--- src/rtl/hazard_control_unit_if.sv ---
// Pipeline-to-hazard-controller bundle: EX/MW instruction status in, stall/flush/forward controls out.
interface hazard_control_unit_if #(
   parameter int NUM_SRC        = 2,
   parameter int REG_ADDR_WIDTH = 5,
   parameter int CNT_WIDTH      = 16
);
   logic                              ex_valid;
   logic [NUM_SRC*REG_ADDR_WIDTH-1:0] ex_src_addr;
   logic [NUM_SRC-1:0]                ex_src_used;
   logic                              ex_mc_start;
   logic                              mc_done;
   logic                              mw_valid;
   logic                              mw_write_enable;
   logic [REG_ADDR_WIDTH-1:0]         mw_write_address;
   logic                              mw_is_load;
   logic                              pc_source;

   logic [NUM_SRC-1:0]                forward_sel;
   logic                              stall_fetch;
   logic                              stall_execute;
   logic                              hold_memory_write;
   logic                              bubble_memory_write;
   logic                              flush_fetch;
   logic                              mc_timeout;
   logic [CNT_WIDTH-1:0]              stall_cycle_count;

   // Pipeline side: reports instruction status, obeys the hazard controls.
   modport master (
      output ex_valid, ex_src_addr, ex_src_used, ex_mc_start, mc_done,
             mw_valid, mw_write_enable, mw_write_address, mw_is_load, pc_source,
      input  forward_sel, stall_fetch, stall_execute, hold_memory_write,
             bubble_memory_write, flush_fetch, mc_timeout, stall_cycle_count
   );

   // Hazard controller side.
   modport slave (
      input  ex_valid, ex_src_addr, ex_src_used, ex_mc_start, mc_done,
             mw_valid, mw_write_enable, mw_write_address, mw_is_load, pc_source,
      output forward_sel, stall_fetch, stall_execute, hold_memory_write,
             bubble_memory_write, flush_fetch, mc_timeout, stall_cycle_count
   );
endinterface

--- src/rtl/hazard_control_unit.sv ---
// Hazard controller for the Fetch / Execute / Memory-Writeback core: operand forwarding,
// load-use stalls, multi-cycle execute waits with timeout, branch flushes, stall statistics.
//
// state        | meaning
// -------------+-------------------------------------------------------------
// IDLE         | normal flow; detects load-use, multi-cycle start, taken branch
// LOAD_WAIT    | load-use stall continues; cnt counts remaining stall cycles
// LOAD_RELEASE | stall over; the load result is forwarded, load hazard masked
// MC_BUSY      | waiting for mc_done; timer counts cycles for the timeout
// FLUSH        | squashing instructions after a taken branch; cnt counts down
module hazard_control_unit #(
   parameter int NUM_SRC        = 2,
   parameter int REG_ADDR_WIDTH = 5,
   parameter int LOAD_LATENCY   = 1,
   parameter int FLUSH_CYCLES   = 1,
   parameter int MC_TIMEOUT     = 64,
   parameter int CNT_WIDTH      = 16
) (
   input logic                    clk,
   input logic                    rst_n,
   hazard_control_unit_if.slave   bus
);

   localparam int CNT_MAX = (LOAD_LATENCY > FLUSH_CYCLES) ? LOAD_LATENCY : FLUSH_CYCLES;
   localparam int CW      = $clog2(CNT_MAX + 1);
   localparam int TW      = (MC_TIMEOUT > 0) ? $clog2(MC_TIMEOUT + 1) : 1;

   localparam logic [CW-1:0] LOAD_INIT  = CW'(LOAD_LATENCY - 1);
   localparam logic [CW-1:0] FLUSH_INIT = CW'(FLUSH_CYCLES - 1);
   localparam logic [TW-1:0] TIMER_LIM  = TW'(MC_TIMEOUT);

   typedef enum logic [2:0] {
      S_IDLE, S_LOAD_WAIT, S_LOAD_RELEASE, S_MC_BUSY, S_FLUSH
   } state_t;

   state_t               state_q, state_d;
   logic [CW-1:0]        cnt_q, cnt_d;
   logic [TW-1:0]        timer_q, timer_d;
   logic [CNT_WIDTH-1:0] stall_cnt_q;

   logic [NUM_SRC-1:0]   match;
   logic [NUM_SRC-1:0]   fwd_c;
   logic                 load_haz;
   logic                 branch_ok;
   logic                 stall_f_c, stall_e_c, hold_mw_c, bubble_mw_c, flush_c, timeout_c;

   // Hazard detection, next-state and control outputs for the current cycle.
   always_comb begin
      state_d     = state_q;
      cnt_d       = cnt_q;
      timer_d     = timer_q;
      branch_ok   = 1'b0;
      stall_f_c   = 1'b0;
      stall_e_c   = 1'b0;
      hold_mw_c   = 1'b0;
      bubble_mw_c = 1'b0;
      flush_c     = 1'b0;
      timeout_c   = 1'b0;
      match       = '0;

      for (int i = 0; i < NUM_SRC; i++) begin
         match[i] = bus.ex_valid & bus.mw_valid & bus.mw_write_enable & bus.ex_src_used[i]
                  & (bus.ex_src_addr[i*REG_ADDR_WIDTH +: REG_ADDR_WIDTH] == bus.mw_write_address)
                  & (bus.ex_src_addr[i*REG_ADDR_WIDTH +: REG_ADDR_WIDTH] != '0);
      end
      load_haz = bus.mw_is_load & (|match);

      // The squashed instruction in EX during a flush must not steer operands.
      if (state_q == S_FLUSH)
         fwd_c = '0;
      else
         fwd_c = match & {NUM_SRC{~bus.mw_is_load | (state_q == S_LOAD_RELEASE)}};

      case (state_q)
         S_IDLE, S_LOAD_RELEASE: begin
            if (state_q == S_IDLE && load_haz) begin
               stall_f_c = 1'b1;
               stall_e_c = 1'b1;
               hold_mw_c = 1'b1;
               if (LOAD_LATENCY == 1) begin
                  state_d = S_LOAD_RELEASE;
               end else begin
                  state_d = S_LOAD_WAIT;
                  cnt_d   = LOAD_INIT;
               end
            end else if (state_q == S_IDLE && bus.ex_valid && bus.ex_mc_start && !bus.mc_done) begin
               stall_f_c   = 1'b1;
               stall_e_c   = 1'b1;
               bubble_mw_c = 1'b1;
               state_d     = S_MC_BUSY;
               timer_d     = TW'(1);
            end else begin
               // A multi-cycle op already done counts as an ordinary instruction.
               state_d   = S_IDLE;
               branch_ok = 1'b1;
            end
         end
         S_LOAD_WAIT: begin
            stall_f_c = 1'b1;
            stall_e_c = 1'b1;
            hold_mw_c = 1'b1;
            cnt_d     = cnt_q - CW'(1);
            if (cnt_q == CW'(1))
               state_d = S_LOAD_RELEASE;
         end
         S_MC_BUSY: begin
            if (bus.mc_done) begin
               state_d   = S_IDLE;
               branch_ok = 1'b1;
            end else if (MC_TIMEOUT != 0 && timer_q == TIMER_LIM) begin
               timeout_c = 1'b1;
               state_d   = S_IDLE;
            end else begin
               stall_f_c   = 1'b1;
               stall_e_c   = 1'b1;
               bubble_mw_c = 1'b1;
               timer_d     = timer_q + TW'(1);
            end
         end
         S_FLUSH: begin
            flush_c = 1'b1;
            cnt_d   = cnt_q - CW'(1);
            if (cnt_q == CW'(1))
               state_d = S_IDLE;
         end
         default: state_d = S_IDLE;
      endcase

      // A branch only resolves in a cycle where EX is free to advance.
      if (branch_ok && bus.pc_source) begin
         flush_c = 1'b1;
         if (FLUSH_CYCLES == 1) begin
            state_d = S_IDLE;
         end else begin
            state_d = S_FLUSH;
            cnt_d   = FLUSH_INIT;
         end
      end
   end

   // FSM state, shared stall/flush counter and multi-cycle timer.
   always_ff @(posedge clk or negedge rst_n) begin
      if (!rst_n) begin
         state_q <= S_IDLE;
         cnt_q   <= '0;
         timer_q <= '0;
      end else begin
         state_q <= state_d;
         cnt_q   <= cnt_d;
         timer_q <= timer_d;
      end
   end

   // Saturating count of cycles in which EX was held.
   always_ff @(posedge clk or negedge rst_n) begin
      if (!rst_n)
         stall_cnt_q <= '0;
      else if (stall_e_c && stall_cnt_q != '1)
         stall_cnt_q <= stall_cnt_q + CNT_WIDTH'(1);
   end

   // Controls are combinational, so gate them to keep the pipeline quiet during reset.
   assign bus.forward_sel         = fwd_c & {NUM_SRC{rst_n}};
   assign bus.stall_fetch         = stall_f_c & rst_n;
   assign bus.stall_execute       = stall_e_c & rst_n;
   assign bus.hold_memory_write   = hold_mw_c & rst_n;
   assign bus.bubble_memory_write = bubble_mw_c & rst_n;
   assign bus.flush_fetch         = flush_c & rst_n;
   assign bus.mc_timeout          = timeout_c & rst_n;
   assign bus.stall_cycle_count   = stall_cnt_q;

endmodule

--- src/flat_wrapper.sv ---
// flat-port wrapper written by rule: the top's interface ports become plain ports
module hazard_control_unit_flat 
#(
   parameter int NUM_SRC        = 2,
   parameter int REG_ADDR_WIDTH = 5,
   parameter int LOAD_LATENCY   = 1,
   parameter int FLUSH_CYCLES   = 1,
   parameter int MC_TIMEOUT     = 64,
   parameter int CNT_WIDTH      = 16
)
  (clk, rst_n, bus_ex_valid, bus_ex_src_addr, bus_ex_src_used, bus_ex_mc_start, bus_mc_done, bus_mw_valid, bus_mw_write_enable, bus_mw_write_address, bus_mw_is_load, bus_pc_source, bus_forward_sel, bus_stall_fetch, bus_stall_execute, bus_hold_memory_write, bus_bubble_memory_write, bus_flush_fetch, bus_mc_timeout, bus_stall_cycle_count);
  hazard_control_unit_if #(.NUM_SRC(NUM_SRC), .REG_ADDR_WIDTH(REG_ADDR_WIDTH), .CNT_WIDTH(CNT_WIDTH)) bus_i ();
  input logic clk;
  input logic rst_n;
  input wire logic [$bits(bus_i.ex_valid)-1:0] bus_ex_valid;
  input wire logic [$bits(bus_i.ex_src_addr)-1:0] bus_ex_src_addr;
  input wire logic [$bits(bus_i.ex_src_used)-1:0] bus_ex_src_used;
  input wire logic [$bits(bus_i.ex_mc_start)-1:0] bus_ex_mc_start;
  input wire logic [$bits(bus_i.mc_done)-1:0] bus_mc_done;
  input wire logic [$bits(bus_i.mw_valid)-1:0] bus_mw_valid;
  input wire logic [$bits(bus_i.mw_write_enable)-1:0] bus_mw_write_enable;
  input wire logic [$bits(bus_i.mw_write_address)-1:0] bus_mw_write_address;
  input wire logic [$bits(bus_i.mw_is_load)-1:0] bus_mw_is_load;
  input wire logic [$bits(bus_i.pc_source)-1:0] bus_pc_source;
  output wire logic [$bits(bus_i.forward_sel)-1:0] bus_forward_sel;
  output wire logic [$bits(bus_i.stall_fetch)-1:0] bus_stall_fetch;
  output wire logic [$bits(bus_i.stall_execute)-1:0] bus_stall_execute;
  output wire logic [$bits(bus_i.hold_memory_write)-1:0] bus_hold_memory_write;
  output wire logic [$bits(bus_i.bubble_memory_write)-1:0] bus_bubble_memory_write;
  output wire logic [$bits(bus_i.flush_fetch)-1:0] bus_flush_fetch;
  output wire logic [$bits(bus_i.mc_timeout)-1:0] bus_mc_timeout;
  output wire logic [$bits(bus_i.stall_cycle_count)-1:0] bus_stall_cycle_count;
  assign bus_i.ex_valid = bus_ex_valid;
  assign bus_i.ex_src_addr = bus_ex_src_addr;
  assign bus_i.ex_src_used = bus_ex_src_used;
  assign bus_i.ex_mc_start = bus_ex_mc_start;
  assign bus_i.mc_done = bus_mc_done;
  assign bus_i.mw_valid = bus_mw_valid;
  assign bus_i.mw_write_enable = bus_mw_write_enable;
  assign bus_i.mw_write_address = bus_mw_write_address;
  assign bus_i.mw_is_load = bus_mw_is_load;
  assign bus_i.pc_source = bus_pc_source;
  assign bus_forward_sel = bus_i.forward_sel;
  assign bus_stall_fetch = bus_i.stall_fetch;
  assign bus_stall_execute = bus_i.stall_execute;
  assign bus_hold_memory_write = bus_i.hold_memory_write;
  assign bus_bubble_memory_write = bus_i.bubble_memory_write;
  assign bus_flush_fetch = bus_i.flush_fetch;
  assign bus_mc_timeout = bus_i.mc_timeout;
  assign bus_stall_cycle_count = bus_i.stall_cycle_count;
  hazard_control_unit #(.NUM_SRC(NUM_SRC), .REG_ADDR_WIDTH(REG_ADDR_WIDTH), .LOAD_LATENCY(LOAD_LATENCY), .FLUSH_CYCLES(FLUSH_CYCLES), .MC_TIMEOUT(MC_TIMEOUT), .CNT_WIDTH(CNT_WIDTH)) u_core (.clk(clk), .rst_n(rst_n), .bus(bus_i));
endmodule
--- config.mk ---
export PLATFORM = sky130hd
export DESIGN_NAME = hazard_control_unit_flat
export DESIGN_NICKNAME = d
export VERILOG_FILES = /design/src/rtl/hazard_control_unit_if.sv /design/src/rtl/hazard_control_unit.sv /design/src/flat_wrapper.sv
export SDC_FILE = /design/constraint.sdc
export NUM_CORES = 1
export LEC_CHECK = 0
export BUFFER_PORTS_ARGS = -buffer_cell sky130_fd_sc_hd__buf_2
export CELL_PAD_IN_SITES_DETAIL_PLACEMENT = 1
export CELL_PAD_IN_SITES_GLOBAL_PLACEMENT = 1
export CORE_ASPECT_RATIO = 0.75
export CORE_MARGIN = 1
export CORE_UTILIZATION = 24
export CTS_CLUSTER_DIAMETER = 60
export DETAILED_ROUTE_END_ITERATION = 12
export PLACE_DENSITY = 0.55
export SETUP_SLACK_MARGIN = 0.15
export SYNTH_ARGS = -nofsm -noshare
export SYNTH_HDL_FRONTEND = slang
export SYNTH_SLANG_ARGS = --single-unit
--- constraint.sdc ---
create_clock -name clk -period 1.9 [get_ports clk]
set_input_delay 0.38 -clock clk [delete_from_list [all_inputs] [get_ports clk]]
set_output_delay 0.38 -clock clk [all_outputs]
set_load 0.02 [all_outputs]
* After elaboration in Yosys (flattened, before gate mapping)
Cells that the tools add are included. W data, S select, Z words.
Storage, ports and cells: bits in registers 27, input bits 26, latch bits 0, bits in read-only memories 0, memories 0, word-level logic and storage cells 88, RAM bits 0, output and inout bits 24
Cells by class: divide/modulo/power cells 0, reduce and logical (&&, ||, !) cells 16, multipliers 0, muxes and demuxes 32, shift-type cells 0, equality and inequality tests 15, order comparisons 0, $add $sub $neg 3, bitwise gates (word level) 18
Operators with widths (count):
- $mux W7 | 4
- $mux W3 | 6
- $add A16 B1 Y16 const B | 1
- $ne A16 B16 Y1 const B | 1
- $and A1 B1 Y1 | 14
- $mux W1 | 14
- $pmux W7 S2 | 1
- $pmux W3 S4 | 1
- $eq A5 B5 Y1 | 2
- $reduce_bool A5 Y1 | 2
- $add A7 B1 Y7 const B | 1
- $eq A7 B7 Y1 const B | 1
- $eq A3 B2 Y1 const B | 2
- $logic_and A1 B1 Y1 | 6
- $ne A2 B2 Y1 const B | 3
- $pmux W1 S2 | 3
- $reduce_or A2 Y1 | 3
- $reduce_and A5 Y1 | 1
- $and A2 B2 Y2 | 2
- $mux W2 | 2
- $ne A4 B2 Y1 const B | 1
- $eq A3 B1 Y1 const B | 1
- $eq A3 B3 Y1 const B | 1
- $logic_not A3 Y1 | 1
- 10 further kinds | 10

* Depth between registers and ports, before layout
Gate-level depths: netlist of the first run.
depth in word-level cells 13, mapped depth 9, depth with buffers taken out 7

* Least setup slack after synthesis of the first run
No wires, ideal clock.
path type reg2out, from reg u_core.state_q[0], to out bus_stall_fetch, slack -0.370 ns, arrival time 1.890 ns, path buffers 3, stages on the path, launching flop included 10, required time 1.520 ns, cell sequence dfrtp_1 -> clkbuf_1 -> nor2_1 -> nand3_1 -> nor2_1 -> nor2_4 -> clkbuf_8 -> a21boi_1 -> o21a_1 -> buf_4
Between the ends: longest elaborated chain between the ends 8, elaborated cells between the ends (all ways) 13, those cells by class 3 x eq/ne; 3 x mux; 1 x bitwise; 6 x reduce/logical
RTL lines:
- from (decl) | line hazard_control_unit.sv:36 | state_t state_q, state_d;
- from (signal assigned) | line hazard_control_unit.sv:148 | state_q <= state_d;
- $logic_not A3 Y1
- $logic_and A1 B1 Y1 (3 in series) | line hazard_control_unit.sv:86 | end else if (state_q == S_IDLE && bus.ex_valid && bus.ex_mc_start && !bus.mc_done) begin
- $mux W1 (2 in series)
- $pmux W1 S3 *
- $and A1 B1 Y1 *
- to (decl) | line flat_wrapper.sv:26 | output wire logic [$bits(bus_i.stall_fetch)-1:0] bus_stall_fetch;
Every way passes the cells marked *; elsewhere a longest branch is shown, timed or not.

* Worst setup path in the final report of the first run
from reg u_core.state_q[0], to out bus_stall_fetch
Between the ends: longest elaborated chain between the ends 8, elaborated cells between the ends (all ways) 13, those cells by class 3 x eq/ne; 3 x mux; 1 x bitwise; 6 x reduce/logical
RTL lines:
- $logic_not A3 Y1 | line hazard_control_unit.sv:74, hazard_control_unit.sv:76, hazard_control_unit.sv:86
- $logic_and A1 B1 Y1 (3 in series) | line hazard_control_unit.sv:86
- $mux W1 | line hazard_control_unit.sv:86
- $mux W1 | line hazard_control_unit.sv:76 | if (state_q == S_IDLE && load_haz) begin
- $pmux W1 S3 * | line hazard_control_unit.sv:74 | case (state_q)
- $and A1 B1 Y1 * | line hazard_control_unit.sv:164 | assign bus.stall_fetch = stall_f_c & rst_n;
Marked as above.

==> flow_summary.json, run 1 <==
{
  "hp-class": "input port to async pin",
  "n_fill_cell": 801,
  "post-route-min-period_ps": 2080,
  "rrSetupSlack_ps": -10,
  "synthDistinctLibCells": 41,
  "postRouteAntennaNets": 0,
  "syn-num-nets": 201,
  "violations": "negative setup slack",
  "hold_viol": 0,
  "cts_tree": "yes",
  "rsz0062_at_grt": "yes",
  "dp_cells": 357,
  "synth_top_cell_by_area": "dfrtp_1",
  "yosys-top-cells-count": "dfrtp_1, xor2_1, nor2_1",
  "antenna_cells": 0,
  "avgRoutedWirePerCell_microns": 16.3,
  "synth_ff_type": "dfrtp_1",
  "fmax_mhz": 480,
  "synth_area_leaders": "dfrtp_1, xor2_1, a211oi_2",
  "cts_buffer_depth": 2,
  "hpwl_microns": 4100,
  "slew_headroom": 0.790,
  "synthCells": 172,
  "yosysSeqAreaShare": 0.376,
  "die_w_microns": 100,
  "crit_path_start": "u_core.state_q[0]",
  "async_flop_share": 1.00,
  "finClkSkew_ps": 3.28,
  "tightest_slew_ps": 314,
  "ios": 50,
  "drt-pass1-iter-count": 4,
  "rr_startpoint": "u_core.state_q[0]",
  "fin_setup_tns_ps": -906,
  "avgSynthCellArea_sq_um": 10.1,
  "syn_to_final_growth_pct": 76.2,
  "vias_per_cell": 4.56,
  "yosysMostFrequentCell": "dfrtp_1",
  "finalCritPeriodShare": 1.10,
  "drt_iter0_drc": 29,
  "layout_setup_ws_ps": -182,
  "ys_warn_count": 0,
  "grt_pass1_vias": 1785,
  "worstPathArrival_ps": 1700,
  "cts_sinks": 26,
  "cap_violations": 0,
  "coreArea_sq_um": 6900,
  "die_y_microns": 75.6,
  "leakagePower_nw": 1.39,
  "numCtsBuffers": 3,
  "antenna_found_initial": 0,
  "port_buffers": 49,
  "netlist.area_leader.share": 0.376,
  "crit_fanout": 5,
  "drive_above_1_share": 0.614,
  "worstPathRequired_ps": 1520,
  "power.density_nw_per_um2": 806,
  "run_status": "finished, violations left",
  "routabilityCongestion": 0.734,
  "grt_pass1_wl_microns": 9470,
  "overflow": 0,
  "netlist_area_sq_um": 1730,
  "start_kind": "flop",
  "clk_pin_slew_ps": 100,
  "nNetsFinal": 315,
  "vias": 1747,
  "start_util": 0.251,
  "clock_latency_ps": 280,
  "synth_edf_count": 0,
  "grt_max_degree": 15,
  "drt-total-wl_microns": 6230,
  "end_kind": "primary output",
  "htree_levels": 1,
  "track_usage": 0.163,
  "ys_seq_elements": 26,
  "clock-root-buffer": "clkbuf_8",
  "drv_slew": 0,
  "fin_cells": 383,
  "vdd_drop_max_v": 0.000631,
  "drcViolationCount": 0,
  "die_area_sq_um": 7560,
  "rows": 26,
  "path_class": "flop to primary output",
  "setup_viol": 8
}
[registers in the layout (all words and copies together) (netlist names)]
register	flops
u_core.timer_q	7
u_core.state_q	2
u_core.cnt_q	1
u_core.bus.stall_cycle_count	16
[cells in the final DEF, fill, tap and decap left out, types with 2 or more instances in the layout]
cell type,n
buf_4,48
buf_2,34
buf_6,27
xor2_1,23
dfrtp_1,20
nand2_1,12
nor2_1,10
nand4_1,9
nand3_1,9
dfrtp_2,6
inv_1,5
a211oi_2,5
and3_1,4
nor2_2,4
xnor2_1,4
a211oi_4,4
inv_2,3
nor4_2,3
nor2_4,3
a2111oi_4,3
a21oi_4,3
clkbuf_8,3
o21ai_1,2
nand2_2,2
a21boi_2,2
nand2_8,2
or3_1,2
ha_4,2
buf_8,2
[routing by layer]
| layer | up-vias | global-route usage | wire [microns] |
|---|---|---|---|
| met5 | - | 0 | 0 |
| met4 | 0 | 0.0209 | 23 |
| met3 | 2 | 0.0294 | 153 |
| met2 | 21 | 0.269 | 3040 |
| met1 | 880 | 0.230 | 3020 |
| li1 | 844 | - | - |
[worst max-delay path: stages, from the launching register on]
cell and delay [ps]:
dfrtp_1 430, nor2_4 160, nand4_1 140, o22a_4 280, a21boi_2 120, o21a_2 160, buf_6 120
[timing repair]
item,4_1_cts,5_1_grt
gates cloned,1,1
hold buffers,1,0
setup endpoints to repair,28,31
gates resized for setup,63,24
endpoints found under the hold margin,5,0
buffers inserted,13,6
pin swaps,33,28
[report_power, final]
group	switching, mW	total [mW]	internal [mW]
combinational	0.730	1.35	0.624
sequential	0.0928	0.759	0.666
clock	0.196	0.347	0.151
[stage by stage]
step,instance area (sq um),power [mW],hold WS (ps),util,worst slack (ps)
4_1_cts,2890,2.39,176,0.419,-202
6_report,3050,2.46,168,0.442,-182
2_1_floorplan,1820,1.40,84.4,-,-107
5_1_grt,3050,2.62,176,0.442,-250
3_3_place_gp,2440,1.81,269,0.354,-263
3_5_place_dp,2440,1.82,277,0.354,-281
[cell type report]
cell class / count / area, sq um / area share
multi-input combinational: 133 / 1280 / 0.418
inverter: 8 / 30.0 / 0.00984
tap: 98 / 123 / 0.0402
timing repair buffer: 114 / 920 / 0.301
clock buffer: 4 / 45.0 / 0.0148
sequential: 26 / 658 / 0.216
[cells by family after synthesis]
kind of cell	after synthesis	synth area share
muxes	3	0.0210
and+or+nand+nor	68	0.213
xor gates and xnor gates	28	0.142
buffers and inverters	14	0.0520
AOI/OAI and AO/OA	30	0.175
DFF	26	0.376
adders and majority gates	3	0.0217
[worst paths after layout]
| kind | endpoint | cells after the start |
|---|---|---|
| setup / recovery | bus_stall_fetch | 6 |
| hold / removal | u_core.cnt_q | 2 |
| setup reg to reg | u_core.bus.stall_cycle_count[6] | 9 |
| hold reg to reg | u_core.cnt_q | 1 |
| max in group asynchronous | u_core.bus.stall_cycle_count[7] | 2 |
| min in group clk | u_core.cnt_q | 1 |
Note: power is estimated with default switching activity, not from simulation.
==> run 2, diff against run 1 <==
--- a/config.mk
+++ b/config.mk
@@ -15,6 +15,8 @@
 export DETAILED_ROUTE_END_ITERATION = 12
 export PLACE_DENSITY = 0.55
 export SETUP_SLACK_MARGIN = 0.15
+export SKIP_CTS_REPAIR_TIMING = 1
+export SLEW_MARGIN = 20
 export SYNTH_ARGS = -nofsm -noshare
 export SYNTH_HDL_FRONTEND = slang
 export SYNTH_SLANG_ARGS = --single-unit
==> run 2 against run 1 <==
Effect of this change:
- the run still ends with negative setup slack left
- largest cell class unchanged
- critical path depth rose by 2
- utilization fell by 1.2 points
- global-route usage fell by 1.7 points
- clock power fell by 2%
- hold slack improved by 13 ps
- worst setup slack got worse by 54 ps
- non-clock buffer count fell by 4
- via count fell by 2.3%
==> flow_summary.json, run 2 (same netlist as run 1, synthesis figures left out) <==
{
  "finalCritPeriodShare": 1.12,
  "crit_fanout": 5,
  "final_common_cell": "buf_4",
  "slew_headroom": 0.777,
  "cts_sinks": 26,
  "worstPathRequired_ps": 1520,
  "rsz0062_at_grt": "yes",
  "grt_pass1_vias": 1681,
  "violations": "negative setup slack",
  "cap_violations": 0,
  "critPathBufInv": 2,
  "die_area_sq_um": 7560,
  "gr-usage-met2": 0.224,
  "slowest_delay_ps": 290,
  "rows": 26,
  "grt_max_degree": 15,
  "vias_per_cell": 4.50,
  "run_status": "finished, violations left",
  "fmax_mhz": 468,
  "coreArea_sq_um": 6900,
  "syn_to_final_growth_pct": 71.6,
  "path_class": "input port to primary output",
  "rr_startpoint": "u_core.state_q[0]",
  "die_y_microns": 75.6,
  "hold-worst-slack_ps": 181,
  "overflow": 0,
  "finClkSkew_ps": 3.65,
  "nNetsFinal": 311,
  "clk_pin_slew_ps": 100,
  "n_fill_cell": 787,
  "crit_path_start": "bus_ex_src_addr[1]",
  "drv_slew": 0,
  "power.density_nw_per_um2": 802,
  "grt_pass1_wl_microns": 8520,
  "cts_buffer_depth": 2,
  "drt-total-wl_microns": 5910,
  "vias": 1707,
  "met3_usage": 0.0284,
  "rrSetupSlack_ps": 50,
  "hp-class": "input port to async pin",
  "cp.depth": 8,
  "drt-pass1-iter-count": 4,
  "clock-root-buffer": "clkbuf_8",
  "busiest_layer": "met2",
  "track_usage": 0.145,
  "antenna_cells": 0,
  "hold_viol": 0,
  "vdd_drop_max_v": 0.000542,
  "end_kind": "primary output",
  "post-route-min-period_ps": 2140,
  "worstPathArrival_ps": 1760,
  "drcViolationCount": 0,
  "critical_path.top_delay_family": "compound AO/OA/AOI/OAI gates",
  "crit_end": "bus_stall_fetch",
  "start_util": 0.251,
  "cp_slowest_cell": "o22a_2",
  "leakagePower_nw": 1.37,
  "r2r.worst_path.cells": 8,
  "htree_levels": 1,
  "postRouteAntennaNets": 0,
  "worstPathCellList": "buf_2 > nor4_2 > o21bai_1 > o2111ai_1 > o22a_2 > a21boi_2 > o21a_2 > buf_6",
  "dpl_cell_area_sq_um": 2440,
  "avgRoutedWirePerCell_microns": 15.6,
  "drive_above_1_share": 0.612,
  "hpwl_microns": 4100,
  "start_kind": "input port",
  "antenna_found_initial": 0,
  "drt_iter0_drc": 29,
  "clock_latency_ps": 280,
  "cts_tree": "yes",
  "routabilityCongestion": 0.734,
  "layout_setup_ws_ps": -237,
  "numCtsBuffers": 3,
  "stdcell_area_sq_um": 2970,
  "grt.met1_usage": 0.216,
  "worstReg2RegEnd": "u_core.bus.stall_cycle_count[5]",
  "final_cell_mix": "buf_4, buf_2, xor2_1",
  "port_buffers": 49,
  "tightest_slew_ps": 334,
  "ios": 50,
  "setup_viol": 6,
  "die_w_microns": 100,
  "largest_reg_flops": 16
}
==> run 2: how the worst min path moves through the flow <==
stage | start | end | slack (ps) | cells past startpoint
after floorplan | rst_n | u_core.bus.stall_cycle_count[0] | 80 | 0
after global placement | rst_n | u_core.timer_q[1] | 270 | 1
after detailed placement | rst_n | u_core.timer_q[1] | 280 | 1
after CTS | rst_n | u_core.timer_q[1] | -30 | 1
after global routing | rst_n | u_core.bus.stall_cycle_count[2] | 190 | 2
final | rst_n | u_core.bus.stall_cycle_count[4] | 180 | 2
==> run 2: stage by stage <==
stage | power, mW | setup slack (ps) | TNS [ps] | cells | utilization
5_1_grt | 2.55 | -317 | -1580 | 379 | 0.431
3_3_place_gp | 1.81 | -263 | -4060 | 357 | 0.354
4_1_cts | 2.18 | -431 | -2420 | 361 | 0.361
6_report | 2.38 | -237 | -997 | 379 | 0.431
3_5_place_dp | 1.82 | -281 | -4650 | 357 | 0.354
2_1_floorplan | 1.40 | -107 | -761 | 172 | -
==> run 2: routing by layer <==
| metal | wire [microns] | share of wire |
|---|---|---|
| met2 | 2860 | 0.48 |
| met5 | 0 | 0 |
| met4 | 34 | 0.0058 |
| met3 | 160 | 0.027 |
| met1 | 2850 | 0.48 |
==> run 2: where the power goes <==
group	internal, mW	switching (mW)	leakage [nW]
sequential	0.666	0.0879	0.327
clock	0.151	0.189	0.0228
combinational	0.590	0.699	1.02
total	1.41	0.977	1.37
==> run 2: final cells by class <==
class                           count  area, sq um  area share
Tap cell                           98          123      0.0413
Multi-Input combinational cell    133         1250       0.422
Inverter                            8         30.0      0.0101
Timing Repair Buffer              110          862       0.290
Sequential cell                    26          658       0.221
Clock buffer                        4         45.0      0.0152
==> run 3, diff against run 2 <==
==> constraint.sdc (replaced) <==
create_clock -name clk -period 1.9 [get_ports clk]
set_input_delay 0.285 -clock clk [delete_from_list [all_inputs] [get_ports clk]]
set_output_delay 0.285 -clock clk [all_outputs]
set_load 0.02 [all_outputs]
==> run 3 against run 2 <==
Effect of this change:
- the flow still finishes with violations (negative setup slack)
- fmax up 8.7%
- hold slack worse by 110 ps
- first-iteration DRC count is 110% higher
- critical path depth decreased by 1
- routed wire length shrank 11%
- clock power is 38% higher
- combinational power decreased by 5%
- clock skew grew 5.7 ps
- highest routed layer unchanged
==> flow_summary.json, run 3 (same netlist as run 1, synthesis figures left out) <==
{
  "swShare": 0.383,
  "cap_violations": 0,
  "cts_tree": "yes",
  "vias": 1606,
  "drv_slew": 0,
  "worstPathArrival_ps": 1680,
  "clock-root-buffer": "clkbuf_8",
  "grt_max_degree": 16,
  "clk_pin_slew_ps": 100,
  "drt-pass1-iter-count": 4,
  "vdd_drop_max_v": 0.000569,
  "avgRoutedWirePerCell_microns": 14.4,
  "numCtsBuffers": 3,
  "htree_levels": 1,
  "die_w_microns": 100,
  "drt_iter0_drc": 62,
  "die_y_microns": 75.6,
  "hpwl_microns": 4060,
  "rrSetupSlack_ps": 10,
  "hp-class": "input port to async pin",
  "syn_to_final_growth_pct": 58.9,
  "track_usage": 0.141,
  "violations": "negative setup slack",
  "p_int_mw": 1.50,
  "fin_util": 0.399,
  "power.total_mw": 2.44,
  "tightest_slew_ps": 298,
  "path_class": "flop to primary output",
  "largest_reg_flops": 16,
  "crit_fanout": 4,
  "final_common_cell": "buf_4",
  "drcViolationCount": 0,
  "antenna_cells": 0,
  "clkPwrFrac": 0.193,
  "netSwitchingPower_mw": 0.935,
  "vias_per_cell": 4.40,
  "grt_pass1_wl_microns": 8100,
  "hold_viol": 0,
  "die_area_sq_um": 7560,
  "r2r.worst_path.cells": 7,
  "coreArea_sq_um": 6900,
  "layout_setup_ws_ps": -64.9,
  "rows": 26,
  "start_kind": "flop",
  "cts_sinks": 26,
  "drt-total-wl_microns": 5270,
  "final_cell_mix": "buf_4, buf_2, xor2_1",
  "rr_startpoint": "u_core.state_q[1]",
  "seq_power_share": 0.306,
  "setup_viol": 5,
  "end_kind": "primary output",
  "power.density_nw_per_um2": 886,
  "fin_setup_tns_ps": -221,
  "drive_above_1_share": 0.547,
  "antenna_found_initial": 0,
  "ios": 50,
  "worstReg2RegEnd": "u_core.bus.stall_cycle_count[14]",
  "p_comb_frac": 0.501,
  "cts_buffer_depth": 2,
  "run_status": "finished, violations left",
  "slew_headroom": 0.800,
  "post-route-min-period_ps": 1960,
  "leakagePower_nw": 1.29,
  "finClkSkew_ps": 9.40,
  "clock_latency_ps": 280,
  "grt_pass1_vias": 1549,
  "routabilityCongestion": 0.776,
  "nNetsFinal": 297,
  "finalCritPeriodShare": 1.03,
  "worstPathRequired_ps": 1620,
  "port_buffers": 49,
  "fmax_mhz": 509,
  "rsz0062_at_grt": "yes",
  "start_util": 0.251,
  "overflow": 0,
  "postRouteAntennaNets": 0
}
run 3: changes by cell type in the layout (fill, tap and decap cells not counted), sizes merged:
| cell | previous run | this run |
|---|---|---|
| buf | 108 | 96 |
| clkbuf | 5 | 3 |
| bufinv | 0 | 1 |
| nand2 | 16 | 15 |
run 3: area by class of cell:
class,count,area (sq um)
Multi-Input combinational cell,132,1180
Clock inverter,1,30.0
Timing Repair Buffer,97,689
Clock buffer,3,41.3
Fill cell,814,4150
Inverter,8,30.0
Tap cell,98,123
Sequential cell,26,658
run 3: power by group through the flow:
stage / registers [mW] / clock network (mW) / logic, mW
2_1_floorplan: 0.870 / 0 / 0.503
3_3_place_gp: 0.749 / 0 / 1.04
3_5_place_dp: 0.757 / 0 / 1.05
4_1_cts: 0.746 / 0.488 / 1.06
5_1_grt: 0.763 / 0.505 / 1.34
6_report: 0.747 / 0.470 / 1.22
run 3: stage by stage:
stage | cells | hold slack (ps) | setup slack [ps] | cell area (sq um)
2_1_floorplan | 172 | -10.6 | -23.7 | 1770
4_1_cts | 351 | -157 | -233 | 2430
5_1_grt | 365 | 84.5 | -179 | 2750
3_5_place_dp | 347 | 144 | -218 | 2360
3_3_place_gp | 347 | 145 | -196 | 2360
6_report | 365 | 68.1 | -64.9 | 2750
run 3: per-layer routing:
layer,share of wire,global-route usage,up-vias,wire length (microns)
li1,-,-,811,-
met3,0.021,0.0312,2,110
met4,0.0042,0.0242,0,22
met2,0.47,0.221,14,2480
met1,0.50,0.204,779,2660
met5,0,0,-,0
run 3: how the worst max path moves through the flow:
stage | slack, ps | end | cells past startpoint | startpoint
2_1_floorplan | -20 | u_core.bus.stall_cycle_count[14] | 7 | u_core.bus.stall_cycle_count[3]
3_3_place_gp | -200 | u_core.bus.stall_cycle_count[12] | 8 | bus_mw_write_address[0]
3_5_place_dp | -220 | u_core.bus.stall_cycle_count[12] | 8 | bus_mw_write_address[2]
4_1_cts | -230 | bus_flush_fetch | 7 | u_core.state_q[0]
5_1_grt | -180 | bus_bubble_memory_write | 7 | u_core.timer_q[5]
6_report | -60 | bus_bubble_memory_write | 7 | u_core.timer_q[5]
run 3: critical path, cell delays in order (launching register included):
cell,delay [ps]
dfrtp_1,410
nor4_2,270
and3_4,260
nor3_4,50
a21oi_1,120
buf_4,140
nor2_2,40
buf_6,120
